[src/rtl/cve2_alu_arbiter.sv]
// Shares one ALU between EX and MD: grant is same-cycle, response registered 1 cycle later.
// No response backpressure; EX is stalled while MD holds a lock, bounded by LockMax.
module cve2_alu_arbiter #(
    parameter int unsigned LockMax = 34,
    parameter int unsigned OpW     = 7
) (
    input  logic            clk_i,
    input  logic            rst_ni,

    input  logic            ex_req_i,
    input  logic [OpW-1:0]  ex_op_i,
    input  logic [31:0]     ex_a_i,
    input  logic [31:0]     ex_b_i,
    output logic            ex_gnt_o,
    output logic            ex_rvalid_o,
    output logic [31:0]     ex_rdata_o,
    output logic            ex_cmp_o,

    input  logic            md_req_i,
    input  logic            md_lock_i,
    input  logic [OpW-1:0]  md_op_i,
    input  logic [32:0]     md_a_i,
    input  logic [32:0]     md_b_i,
    output logic            md_gnt_o,
    output logic            md_rvalid_o,
    output logic [33:0]     md_rdata_o,

    output logic [OpW-1:0]  alu_operator_o,
    output logic [31:0]     alu_operand_a_o,
    output logic [31:0]     alu_operand_b_o,
    output logic [32:0]     alu_multdiv_a_o,
    output logic [32:0]     alu_multdiv_b_o,
    output logic            alu_multdiv_sel_o,
    output logic            alu_first_cycle_o,
    input  logic [31:0]     alu_result_i,
    input  logic [33:0]     alu_adder_ext_i,
    input  logic            alu_cmp_i,

    output logic            lock_err_o,
    output logic            busy_o
);

    localparam logic [OpW-1:0] ALU_ADD  = '0;
    localparam logic [5:0]     LOCK_MAX = 6'(LockMax);
    localparam logic [5:0]     CNT_SAT  = 6'h3f;

    typedef enum logic [1:0] {
        IDLE,
        EX_OWN,
        MD_OWN,
        MD_LOCK
    } state_e;

    state_e      state_q;
    state_e      state_d;
    logic        last_md_q;
    logic [5:0]  lock_cnt_q;
    logic        lock_err_q;
    logic        prev_ex_q;
    logic        prev_md_q;
    logic        ex_rvalid_q;
    logic        md_rvalid_q;
    logic [31:0] ex_rdata_q;
    logic        ex_cmp_q;
    logic [33:0] md_rdata_q;

    logic        in_lock;
    logic        lock_ovr;
    logic        lock_hold;
    logic        md_lock_eff;
    logic        ex_gnt;
    logic        md_gnt;

    assign in_lock = (state_q == MD_LOCK);

    // A lock that has run LockMax grants while EX waits is broken; MD dropping
    // its request is a voluntary release and falls back to round-robin.
    assign lock_ovr    = in_lock && md_req_i && ex_req_i && (lock_cnt_q >= LOCK_MAX);
    assign lock_hold   = in_lock && md_req_i && !lock_ovr;
    assign md_lock_eff = md_lock_i && !lock_ovr;

    always_comb begin
        ex_gnt = 1'b0;
        md_gnt = 1'b0;
        if (!rst_ni) begin
            ex_gnt = 1'b0;
            md_gnt = 1'b0;
        end else if (lock_hold) begin
            md_gnt = 1'b1;
        end else if (ex_req_i && md_req_i) begin
            ex_gnt = last_md_q;
            md_gnt = !last_md_q;
        end else begin
            ex_gnt = ex_req_i;
            md_gnt = md_req_i;
        end
    end

    always_comb begin
        state_d = IDLE;
        if (ex_gnt) begin
            state_d = EX_OWN;
        end else if (md_gnt) begin
            state_d = md_lock_eff ? MD_LOCK : MD_OWN;
        end
    end

    always_comb begin
        alu_operator_o  = ALU_ADD;
        alu_operand_a_o = '0;
        alu_operand_b_o = '0;
        alu_multdiv_a_o = '0;
        alu_multdiv_b_o = '0;
        if (ex_gnt) begin
            alu_operator_o  = ex_op_i;
            alu_operand_a_o = ex_a_i;
            alu_operand_b_o = ex_b_i;
        end else if (md_gnt) begin
            alu_operator_o  = md_op_i;
            alu_multdiv_a_o = md_a_i;
            alu_multdiv_b_o = md_b_i;
        end
    end

    assign alu_multdiv_sel_o = md_gnt;
    assign alu_first_cycle_o = (ex_gnt && !prev_ex_q) || (md_gnt && !prev_md_q);

    always_ff @(posedge clk_i or negedge rst_ni) begin
        if (!rst_ni) begin
            state_q     <= IDLE;
            last_md_q   <= 1'b1;
            lock_cnt_q  <= '0;
            lock_err_q  <= 1'b0;
            prev_ex_q   <= 1'b0;
            prev_md_q   <= 1'b0;
            ex_rvalid_q <= 1'b0;
            md_rvalid_q <= 1'b0;
            ex_rdata_q  <= '0;
            ex_cmp_q    <= 1'b0;
            md_rdata_q  <= '0;
        end else begin
            state_q <= state_d;
            if (ex_gnt || md_gnt) begin
                last_md_q <= md_gnt;
            end
            // Counts grants that keep MD in the lock, including the one entering it.
            if (md_gnt && md_lock_eff) begin
                lock_cnt_q <= (lock_cnt_q == CNT_SAT) ? lock_cnt_q : lock_cnt_q + 6'd1;
            end else begin
                lock_cnt_q <= '0;
            end
            lock_err_q  <= lock_err_q | lock_ovr;
            prev_ex_q   <= ex_gnt;
            prev_md_q   <= md_gnt;
            ex_rvalid_q <= ex_gnt;
            md_rvalid_q <= md_gnt;
            if (ex_gnt) begin
                ex_rdata_q <= alu_result_i;
                ex_cmp_q   <= alu_cmp_i;
            end
            if (md_gnt) begin
                md_rdata_q <= alu_adder_ext_i;
            end
        end
    end

    assign ex_gnt_o    = ex_gnt;
    assign md_gnt_o    = md_gnt;
    assign ex_rvalid_o = ex_rvalid_q;
    assign ex_rdata_o  = ex_rdata_q;
    assign ex_cmp_o    = ex_cmp_q;
    assign md_rvalid_o = md_rvalid_q;
    assign md_rdata_o  = md_rdata_q;
    assign lock_err_o  = lock_err_q;
    assign busy_o      = in_lock | ex_rvalid_q | md_rvalid_q;

endmodule

[config.mk]
export PLATFORM = sky130hd
export DESIGN_NAME = cve2_alu_arbiter
export DESIGN_NICKNAME = d
export VERILOG_FILES = /design/src/rtl/cve2_alu_arbiter.sv
export SDC_FILE = /design/constraint.sdc
export NUM_CORES = 1
export LEC_CHECK = 0
export BUFFER_PORTS_ARGS = -buffer_cell sky130_fd_sc_hd__buf_2
export CORE_AREA = 10 10 159 161
export CTS_CLUSTER_DIAMETER = 40
export DETAILED_ROUTE_END_ITERATION = 6
export DIE_AREA = 0 0 169 171
export MAX_ROUTING_LAYER = met4
export PLACE_DENSITY = 0.45
export REMOVE_ABC_BUFFERS = 1
export SYNTH_ARGS = -nofsm -noshare
export SYNTH_HDL_FRONTEND = slang
export SYNTH_SLANG_ARGS = --single-unit
export TNS_END_PERCENT = 20
[constraint.sdc]
create_clock -name clk_i -period 4.4 [get_ports clk_i]
set_clock_uncertainty 0.15 [all_clocks]
set_input_delay 0.88 -clock clk_i [delete_from_list [all_inputs] [get_ports clk_i]]
set_output_delay 0.88 -clock clk_i [all_outputs]
set_load 0.005 [all_outputs]
==> results of run 1 <==
## power groups by stage
stage | Clock, W | Combinational [W] | Sequential [W]
2_1_floorplan | 0 | 0.000255 | 0.000971
6_report | 0.000787 | 0.000671 | 0.000947
4_1_cts | 0.000822 | 0.000703 | 0.000949
5_1_grt | 0.000850 | 0.000741 | 0.000970
3_3_place_gp | 0 | 0.000702 | 0.000957
3_5_place_dp | 0 | 0.000701 | 0.000961
## how the worst min path moves through the flow
stage | from | endpoint | slack (ps) | depth (start not counted)
floorplan | lock_err_o | lock_err_o | 320 | 1
global placement | lock_err_o | lock_err_o | 310 | 1
detailed placement | lock_err_o | lock_err_o | 310 | 1
CTS | rst_ni | state_q[0] | 170 | 1
global route | rst_ni | state_q[0] | 170 | 1
finish | rst_ni | state_q[0] | 190 | 1
## logic make-up after synthesis
family                   after synthesis  synth area share [%]
adder cells (fa/ha/maj)                2                 0.601
AO/OA/AOI/OAI                         23                  4.99
XOR/XNOR                               1                 0.210
multiplexers                          68                  20.2
flip-flops                            79                  47.5
buffers and inverters                 28                  4.39
AND/OR/NAND/NOR                      149                  22.2
## cell type report
class	count	area, um^2	share of cell area [%]
diodes	4	10.0	0.145
clock buffers	12	256	3.71
clock inverters	4	53.8	0.778
inverters	4	15.0	0.217
multi-input cells	243	2010	29.1
flip-flops and latches	79	1980	28.6
well taps	285	357	5.16
repair buffers	434	2230	32.3
## worst max-delay path, delay by kind of cell, from the launching register on
family	cells	cell delay, ps
flip-flops	1	480
AND/OR/NAND/NOR	1	150
adder cells (fa/ha/maj)	1	260
buffers and inverters	2	410
AO/OA/AOI/OAI	3	860
## stage by stage
| stage | hold WS (ps) | area [um^2] | std cells | total power, W | setup WS [ps] |
|---|---|---|---|---|---|
| after global placement | 309 | 6590 | 1045 | 0.00166 | 1090 |
| after floorplan | 318 | 4000 | 326 | 0.00123 | 60.9 |
| after global routing | 169 | 6910 | 1065 | 0.00256 | 638 |
| after detailed placement | 310 | 6590 | 1045 | 0.00166 | 1050 |
| final | 193 | 6910 | 1065 | 0.00240 | 842 |
| after CTS | 173 | 6900 | 1061 | 0.00247 | 785 |
## cells in the final DEF (no fill, tap or decap), types with 2 or more instances in the layout
master / count
dfrtp_1: 78
nand2_1: 3
o21bai_1: 2
buf_4: 5
nor2_1: 4
inv_1: 4
mux2_4: 20
ha_1: 2
clkbuf_8: 2
and2_1: 131
a31oi_1: 2
nor2b_1: 2
clkinvlp_4: 2
a211oi_1: 3
nand3_1: 3
mux2_2: 43
buf_12: 3
mux2_1: 4
a22o_1: 8
clkbuf_16: 9
nand2b_1: 2
buf_2: 426
diode_2: 4
## state kept, by name (all words and copies together) (netlist names)
| register | count |
|---|---|
| ex_rvalid_o | 1 |
| ex_rdata_o | 32 |
| last_md_q | 1 |
| lock_err_o | 1 |
| md_rvalid_o | 1 |
| state_q | 2 |
| ex_cmp_o | 1 |
| lock_cnt_q | 6 |
| md_rdata_o | 34 |
## per-layer routing
metal	global-route usage, %	share of wire [%]	vias up
met5	-	0	-
met4	3.23	1.3	0
met3	5.64	10	15
met2	24.2	50	270
met1	14.3	38	1973
li1	-	-	2009
==> flow_metrics.tcl, run 1 <==
set metrics [dict create \
    status "complete, no violations" \
    switchingPower_w 0.000674 \
    num_io_pins 428 \
    max_stage_delay_ps 500 \
    antenna_found_initial 4 \
    grt_max_degree 55 \
    postCtsSetupRepairBufs 0 \
    utilization_pct 31.1 \
    worstPathMaxFanout 54 \
    yosys_most_used_dff "dfrtp_1" \
    rsz0062_at_grt "no" \
    ys_async_sr_fraction_pct 100 \
    hold_class "input pin to async pin" \
    insertion_delay_ps 330 \
    cp-start-kind "flip-flop" \
    crit_path_start "lock_cnt_q[1]" \
    row_count 55 \
    r2r_slack_ps 1770 \
    arrival_ps 2530 \
    powerDensity_nw_per_um2 348 \
    ant_nets 0 \
    crit_required_ps 3370 \
    grt_pass1_wl_mm 29.7 \
    postCtsHoldBufs 0 \
    crit_path_end_kind "output pin" \
    via_per_inst 4.01 \
    power_frac_comb_pct 27.9 \
    cts.sinks 79 \
    initial_core_util_pct 18.7 \
    netlist_top_cells_area "dfrtp_1, and2_1, mux2_2, mux2_4, a22o_1" \
    grt_use_total_pct 13.8 \
    synth_common_cells "and2_1, dfrtp_1, mux2_2, mux2_4, a22o_1" \
    clk_pin_slew_ps 60 \
    wire_per_inst_um 19.9 \
    cts_resized 0 \
    drive_above_1_share_pct 66.6 \
    overflow 0 \
    leakage_nw 3.84 \
    hold_viol_final 0 \
    crit_chain "ha_1 -> nand4bb_1 -> o221ai_1 -> a21oi_4 -> buf_12 -> a22o_1 -> buf_2" \
    htreeDepth 3 \
    gp_congestion 0.805 \
    netlist-cell-type-count 37 \
    cpMaxStageDelayCell "a21oi_4" \
    drc 0 \
    worst_pin_slew_ps 667 \
    relSlewSlack_pct 55.3 \
    synth_top_area_share_pct 46.9 \
    ir_drop_v 0.000159 \
    grt_pass1_vias 4593 \
    cts_root_buf "clkbuf_16" \
    fillerInstances 2375 \
    dieArea_um2 28900 \
    finalSetupViolations 0 \
    timing.fmax_mhz 281 \
    first_pass_iters 4 \
    dr_total_vias 4267 \
    rr_endpoint "md_rdata_o[14]" \
    switching_share_pct 28.0 \
    synth-edff-count 0 \
    die_y_um 171 \
    worstRegToRegCells 6 \
    ys_ff_latch 79 \
    p_int_w 0.00173 \
    cts_tree "yes" \
    drv_cap 0 \
    pwr-share-clk_pct 32.7 \
    synth_top_cell_by_area "dfrtp_1" \
    port_buffers 427 \
    r2r_start "lock_cnt_q[4]" \
    synth_most_common_cell "and2_1" \
    ys_warn_count 0 \
    cts.path.max_buffers 2 \
    syn-cell-area_um2 4170 \
    fp.dieW_um 169 \
    post-dp-hpwl_mm 18.1 \
    period_share_pct 80.9 \
    area_delta_synth_final_pct 65.9 \
    maxSlewViolCount 0 \
    crit_type "flip-flop to output pin" \
    synthCells 350 \
    core_area_um2 22200 \
    fin_nets 989 \
    routed_wl_mm 21.2 \
    syn_area_per_cell_um2 11.9 \
    first_iter_violations 86 \
    period_minus_slack_ps 3560 \
    numCtsBuffers 9 \
    sequentialPowerShare_pct 39.4 \
    cp-endpoint "alu_operator_o[0]" \
    synth_seq_area_share_pct 47.5 \
    finalSetupTns_ps 0 \
]
Note: power is estimated with default switching activity, not from simulation.
==> inputs of run 2 (changes only) <==
--- a/config.mk
+++ b/config.mk
@@ -6,12 +6,12 @@
 export NUM_CORES = 1
 export LEC_CHECK = 0
 export BUFFER_PORTS_ARGS = -buffer_cell sky130_fd_sc_hd__buf_2
-export CORE_AREA = 10 10 159 161
+export CORE_AREA = 10 10 156 158
 export CTS_CLUSTER_DIAMETER = 40
 export DETAILED_ROUTE_END_ITERATION = 6
-export DIE_AREA = 0 0 169 171
+export DIE_AREA = 0 0 166 168
 export MAX_ROUTING_LAYER = met4
-export PLACE_DENSITY = 0.45
+export PLACE_DENSITY = 0.49
 export REMOVE_ABC_BUFFERS = 1
 export SYNTH_ARGS = -nofsm -noshare
 export SYNTH_HDL_FRONTEND = slang
==> constraint.sdc (replaced) <==
create_clock -name clk_i -period 3.02 [get_ports clk_i]
set_clock_uncertainty 0.15 [all_clocks]
set_input_delay 0.604 -clock clk_i [delete_from_list [all_inputs] [get_ports clk_i]]
set_output_delay 0.604 -clock clk_i [all_outputs]
set_load 0.005 [all_outputs]
==> run 2 against run 1 <==
  * The run now ends with setup timing left
  * Utilization rose by 3.2 points
  * Via count rose by 2.0%
  * Routed wire length rose by 11%
  * Register-to-register slack got worse by 1300 ps
  * Worst setup slack got worse by 880 ps
  * Non-clock buffer count rose by 25
  * Worst hold slack got worse by 27 ps
  * Total power rose by 44%
  * Combinational power rose by 59%
  * Final area rose by 6.4%
  * Critical path type unchanged
  * Highest routed layer unchanged
==> flow_metrics.tcl, run 2 (synthesis results as in run 1) <==
set metrics [dict create \
    pre_cts_slack_ps 280 \
    numCtsBuffers 9 \
    area_delta_synth_final_pct 76.5 \
    cts.path.max_buffers 2 \
    holdWs_ps 166 \
    routed_wl_mm 23.5 \
    final_cell_mix "buf_2, and2_1, dfrtp_1" \
    initial_core_util_pct 19.4 \
    drive_above_1_share_pct 69.3 \
    fin_nets 1014 \
    drc 0 \
    failed_checks "setup timing" \
    core_area_um2 21400 \
    grt_max_degree 48 \
    final_common_cell "buf_2" \
    wl_met3_mm 2.47 \
    gp_congestion 0.821 \
    clk_pin_slew_ps 60 \
    port_buffers 427 \
    grt_use_total_pct 16.2 \
    cts_tree "yes" \
    drv_cap 0 \
    powerDensity_nw_per_um2 473 \
    cts_root_buf "clkbuf_16" \
    hold_viol_final 0 \
    first_pass_iters 4 \
    ir_drop_v 0.000236 \
    post-dp-hpwl_mm 19.7 \
    first_iter_violations 180 \
    dr_wl_met2_mm 12.1 \
    place_area_um2 6630 \
    postCtsHoldBufs 0 \
    row_count 54 \
    ant_nets 0 \
    dieArea_um2 27900 \
    worst_pin_slew_ps 668 \
    period_share_pct 101 \
    drt-met1-wl_mm 8.79 \
    leakage_nw 4.02 \
    antenna_found_initial 12 \
    maxSlewViolCount 0 \
    cp-start-kind "flip-flop" \
    utilization_pct 34.3 \
    post-place-cells 1047 \
    fillerInstances 2273 \
    crit_path_end_kind "output pin" \
    stdcell_area_um2 7350 \
    final.setup.worst_slack_ps -34.0 \
    cts.sinks 79 \
    regArea_um2 1980 \
    wire_per_inst_um 21.6 \
    hold_class "input pin to async pin" \
    insertion_delay_ps 340 \
    top_layer "met4" \
    worstPathMaxFanout 17 \
    grt_pass1_vias 4742 \
    crit_required_ps 2270 \
    via_per_inst 3.99 \
    largest_register_ffs 34 \
    fp.dieW_um 166 \
    status "complete, but fails checks" \
    rsz0062_at_grt "yes" \
    htreeDepth 3 \
    crit_type "flip-flop to output pin" \
    finalSetupViolations 19 \
    num_io_pins 428 \
    fin_cells 1090 \
    relSlewSlack_pct 55.5 \
    overflow 0 \
    timing.fmax_mhz 327 \
    arrival_ps 2300 \
    period_minus_slack_ps 3050 \
    dr_total_vias 4351 \
    multi_input_area_um2 2070 \
    die_y_um 168 \
    grt_pass1_wl_mm 32.9 \
]
-- run 2: path summary, 6_finish.rpt --
kind	start	end	slack (ps)	cells past startpoint
max reg2reg	lock_cnt_q[4]	md_rdata_o[11]	510	7
min reg2reg	md_rdata_o[5]	md_rdata_o[5]	340	1
max in group asynchronous	rst_ni	md_rdata_o[19]	1520	3
min in group clk_i	alu_adder_ext_i[5]	md_rdata_o[5]	330	2
max	lock_cnt_q[4]	alu_multdiv_b_o[24]	-30	7
min	rst_ni	md_rvalid_o	170	2
-- run 2: cell type report --
cell class                      count  area share, %
Antenna cell                        9          0.306
Clock buffer                       10           3.11
Clock inverter                      6          0.528
Inverter                            4          0.204
Multi-Input combinational cell    243           28.2
Sequential cell                    79           26.9
Tap cell                          280           4.77
Timing Repair Buffer              459           36.0
-- run 2: critical path: stages, from the launching register on --
cell and delay [ps]:
dfrtp_1 420, or3_4 420, o311ai_4 340, o21a_4 210, buf_12 150, buf_12 150
and2_1 140, buf_2 120
-- run 2: per-layer routing --
layer / vias to the layer above / GRT usage [%]
met2: 259 / 27.1
met4: 0 / 4.12
met1: 2007 / 17.2
li1: 2071 / -
met3: 14 / 7.45
met5: - / -
-- run 2: power breakdown --
part | leakage (nW) | switching, W | internal (W) | total [W]
clock | 0.128 | 0.000465 | 0.000554 | 0.00102
sequential | 0.945 | 0.000108 | 0.00127 | 0.00138
combinational | 2.95 | 0.000441 | 0.000631 | 0.00107
-- run 2: timing repair --
item / CTS / global route
setup endpoints to repair: 103 / 111
pin swaps: 3 / 15
setup buffers: 3 / 12
hold endpoints to repair: 0 / 0
resized for setup: 5 / 47
cloned: 1 / 3
-- run 2: stage by stage --
| stage | TNS (ps) | total power (W) |
|---|---|---|
| after floorplan | -90460 | 0.00179 |
| after global placement | 0 | 0.00241 |
| after detailed placement | 0 | 0.00243 |
| after CTS | -136 | 0.00349 |
| after global routing | -5690 | 0.00369 |
| final | -154 | 0.00347 |
==> inputs of run 3 (changes only) <==
--- a/config.mk
+++ b/config.mk
@@ -7,7 +7,7 @@
 export LEC_CHECK = 0
 export BUFFER_PORTS_ARGS = -buffer_cell sky130_fd_sc_hd__buf_2
 export CORE_AREA = 10 10 156 158
-export CTS_CLUSTER_DIAMETER = 40
+export CTS_CLUSTER_DIAMETER = 120
 export DETAILED_ROUTE_END_ITERATION = 6
 export DIE_AREA = 0 0 166 168
 export MAX_ROUTING_LAYER = met4
==> constraint.sdc (replaced) <==
create_clock -name clk_i -period 2.8 [get_ports clk_i]
set_clock_uncertainty 0.15 [all_clocks]
set_input_delay 0.56 -clock clk_i [delete_from_list [all_inputs] [get_ports clk_i]]
set_output_delay 0.56 -clock clk_i [all_outputs]
set_load 0.005 [all_outputs]
==> run 3 against run 2 <==
  * Total power grew 15%
  * Sequential power grew 8%
  * Clock power grew 33%
  * Highest routed layer unchanged
  * Die area is the same
  * The flow still finishes with violations (setup timing)
  * Worst setup slack lost 16 ps
  * Critical endpoint is now alu_multdiv_b_o[20]
  * Sequential share of layout area shrank 0.18 points
  * Largest cell class unchanged
  * Worst hold slack lost 88 ps
  * Cell count shrank 0.73%
  * First-iteration DRC count shrank 11%
  * Largest power group unchanged
  * Sequential cell count is the same
  * Clock-buffer cell count grew 1
  * Via count shrank 0.14%
==> flow_metrics.tcl, run 3 (synthesis results as in run 1) <==
set metrics [dict create \
    cts_root_buf "clkbuf_16" \
    fin_cells 1082 \
    post-place-cells 1049 \
    arrival_ps 2140 \
    via_per_inst 4.02 \
    grt_max_degree 59 \
    ir_drop_v 0.000238 \
    row_count 54 \
    core_area_um2 21400 \
    leakage_nw 4.04 \
    port_buffers 427 \
    met3_usage_pct 7.17 \
    crit_path_end_kind "output pin" \
    dieArea_um2 27900 \
    busiest_layer "met2" \
    met2_usage_pct 28.7 \
    grt_use_total_pct 16.6 \
    gr-usage-met1_pct 17.4 \
    maxSlewViolCount 0 \
    utilization_pct 34.5 \
    post-dp-hpwl_mm 19.8 \
    ant_nets 0 \
    cts.path.max_buffers 2 \
    power.total_w 0.00400 \
    antenna_found_initial 9 \
    grt_pass1_vias 4907 \
    drv_cap 0 \
    relSlewSlack_pct 48.8 \
    final_common_cell "buf_2" \
    failed_checks "setup timing" \
    drc 0 \
    num_io_pins 428 \
    cts.sinks 79 \
    wire_per_inst_um 21.6 \
    timing.fmax_mhz 351 \
    crit_type "flip-flop to output pin" \
    hold_viol_final 0 \
    hold_class "input pin to async pin" \
    worst_pin_slew_ps 769 \
    fin_nets 1008 \
    postCtsHoldBufs 0 \
    fp.dieW_um 166 \
    drive_above_1_share_pct 69.9 \
    area_delta_synth_final_pct 77.6 \
    final_cell_mix "buf_2, and2_1, dfrtp_1" \
    powerDensity_nw_per_um2 541 \
    clk_pin_slew_ps 60 \
    rsz0062_at_grt "yes" \
    routed_wl_mm 23.4 \
    numCtsBuffers 9 \
    overflow 0 \
    largest_register_ffs 34 \
    pre_cts_slack_ps 138 \
    crit_required_ps 2090 \
    finalSetupViolations 75 \
    die_y_um 168 \
    cp-start-kind "flip-flop" \
    period_share_pct 102 \
    worstPathMaxFanout 24 \
    initial_core_util_pct 19.4 \
    finalSetupTns_ps -1720 \
    grt_pass1_wl_mm 33.7 \
    status "complete, but fails checks" \
    period_minus_slack_ps 2850 \
    gp_congestion 0.853 \
    first_pass_iters 4 \
    dr_total_vias 4345 \
    first_iter_violations 160 \
    htreeDepth 3 \
    worstRegToRegCells 6 \
    cts_tree "yes" \
    final.setup.worst_slack_ps -49.7 \
    insertion_delay_ps 340 \
]
[run 3: layout make-up]
type | count | area [um^2]
Inverter | 4 | 15.0
Antenna cell | 7 | 17.5
Tap cell | 280 | 350
Timing Repair Buffer | 453 | 2590
Fill cell | 2273 | 14000
Multi-Input combinational cell | 243 | 2110
Clock inverter | 5 | 106
Sequential cell | 79 | 1980
Clock buffer | 11 | 233
[run 3: per-layer routing]
metal	part of all wire, %	routed length, um
met5	0	0
met1	38	8810
met4	0.92	216
met2	51	11900
met3	10	2430
[run 3: what timing repair did]
item                       4_1_cts  5_1_grt
pin swaps                        8       16
buffers inserted                 8        1
cloned                           3        0
setup endpoints to repair      140      139
gates resized for setup         23       39
[run 3: report_power, final]
part	leakage, nW	switching, W	internal [W]	total [W]
Combinational	2.93	0.000474	0.000674	0.00115
Clock	0.160	0.000482	0.000874	0.00136
Sequential	0.947	0.000120	0.00137	0.00149
[run 3: path summary, 6_finish.rpt]
check / from / endpoint / slack (ps)
max reg2reg: lock_cnt_q[3] / md_rdata_o[4] / 460
min reg2reg: lock_err_o / lock_err_o / 340
min in group clk_i: alu_adder_ext_i[4] / md_rdata_o[4] / 280
max: lock_cnt_q[3] / alu_multdiv_b_o[20] / -50
max in group asynchronous: rst_ni / ex_rdata_o[7] / 1720
min: rst_ni / lock_cnt_q[1] / 80
[run 3: through the flow]
| stage | hold WS [ps] | area, um^2 |
|---|---|---|
| final | 77.8 | 7400 |
| after CTS | 71.7 | 7260 |
| after floorplan | 114 | 4000 |
| after global routing | 89.6 | 7390 |
| after global placement | 313 | 6650 |
| after detailed placement | 322 | 6650 |
[run 3: worst max-delay path, cell delays in order, from the launching register on]
cell,delay (ps)
dfrtp_1,390
or3_4,410
o311ai_4,290
o21a_4,250
buf_12,180
and2_1,150
buf_2,120
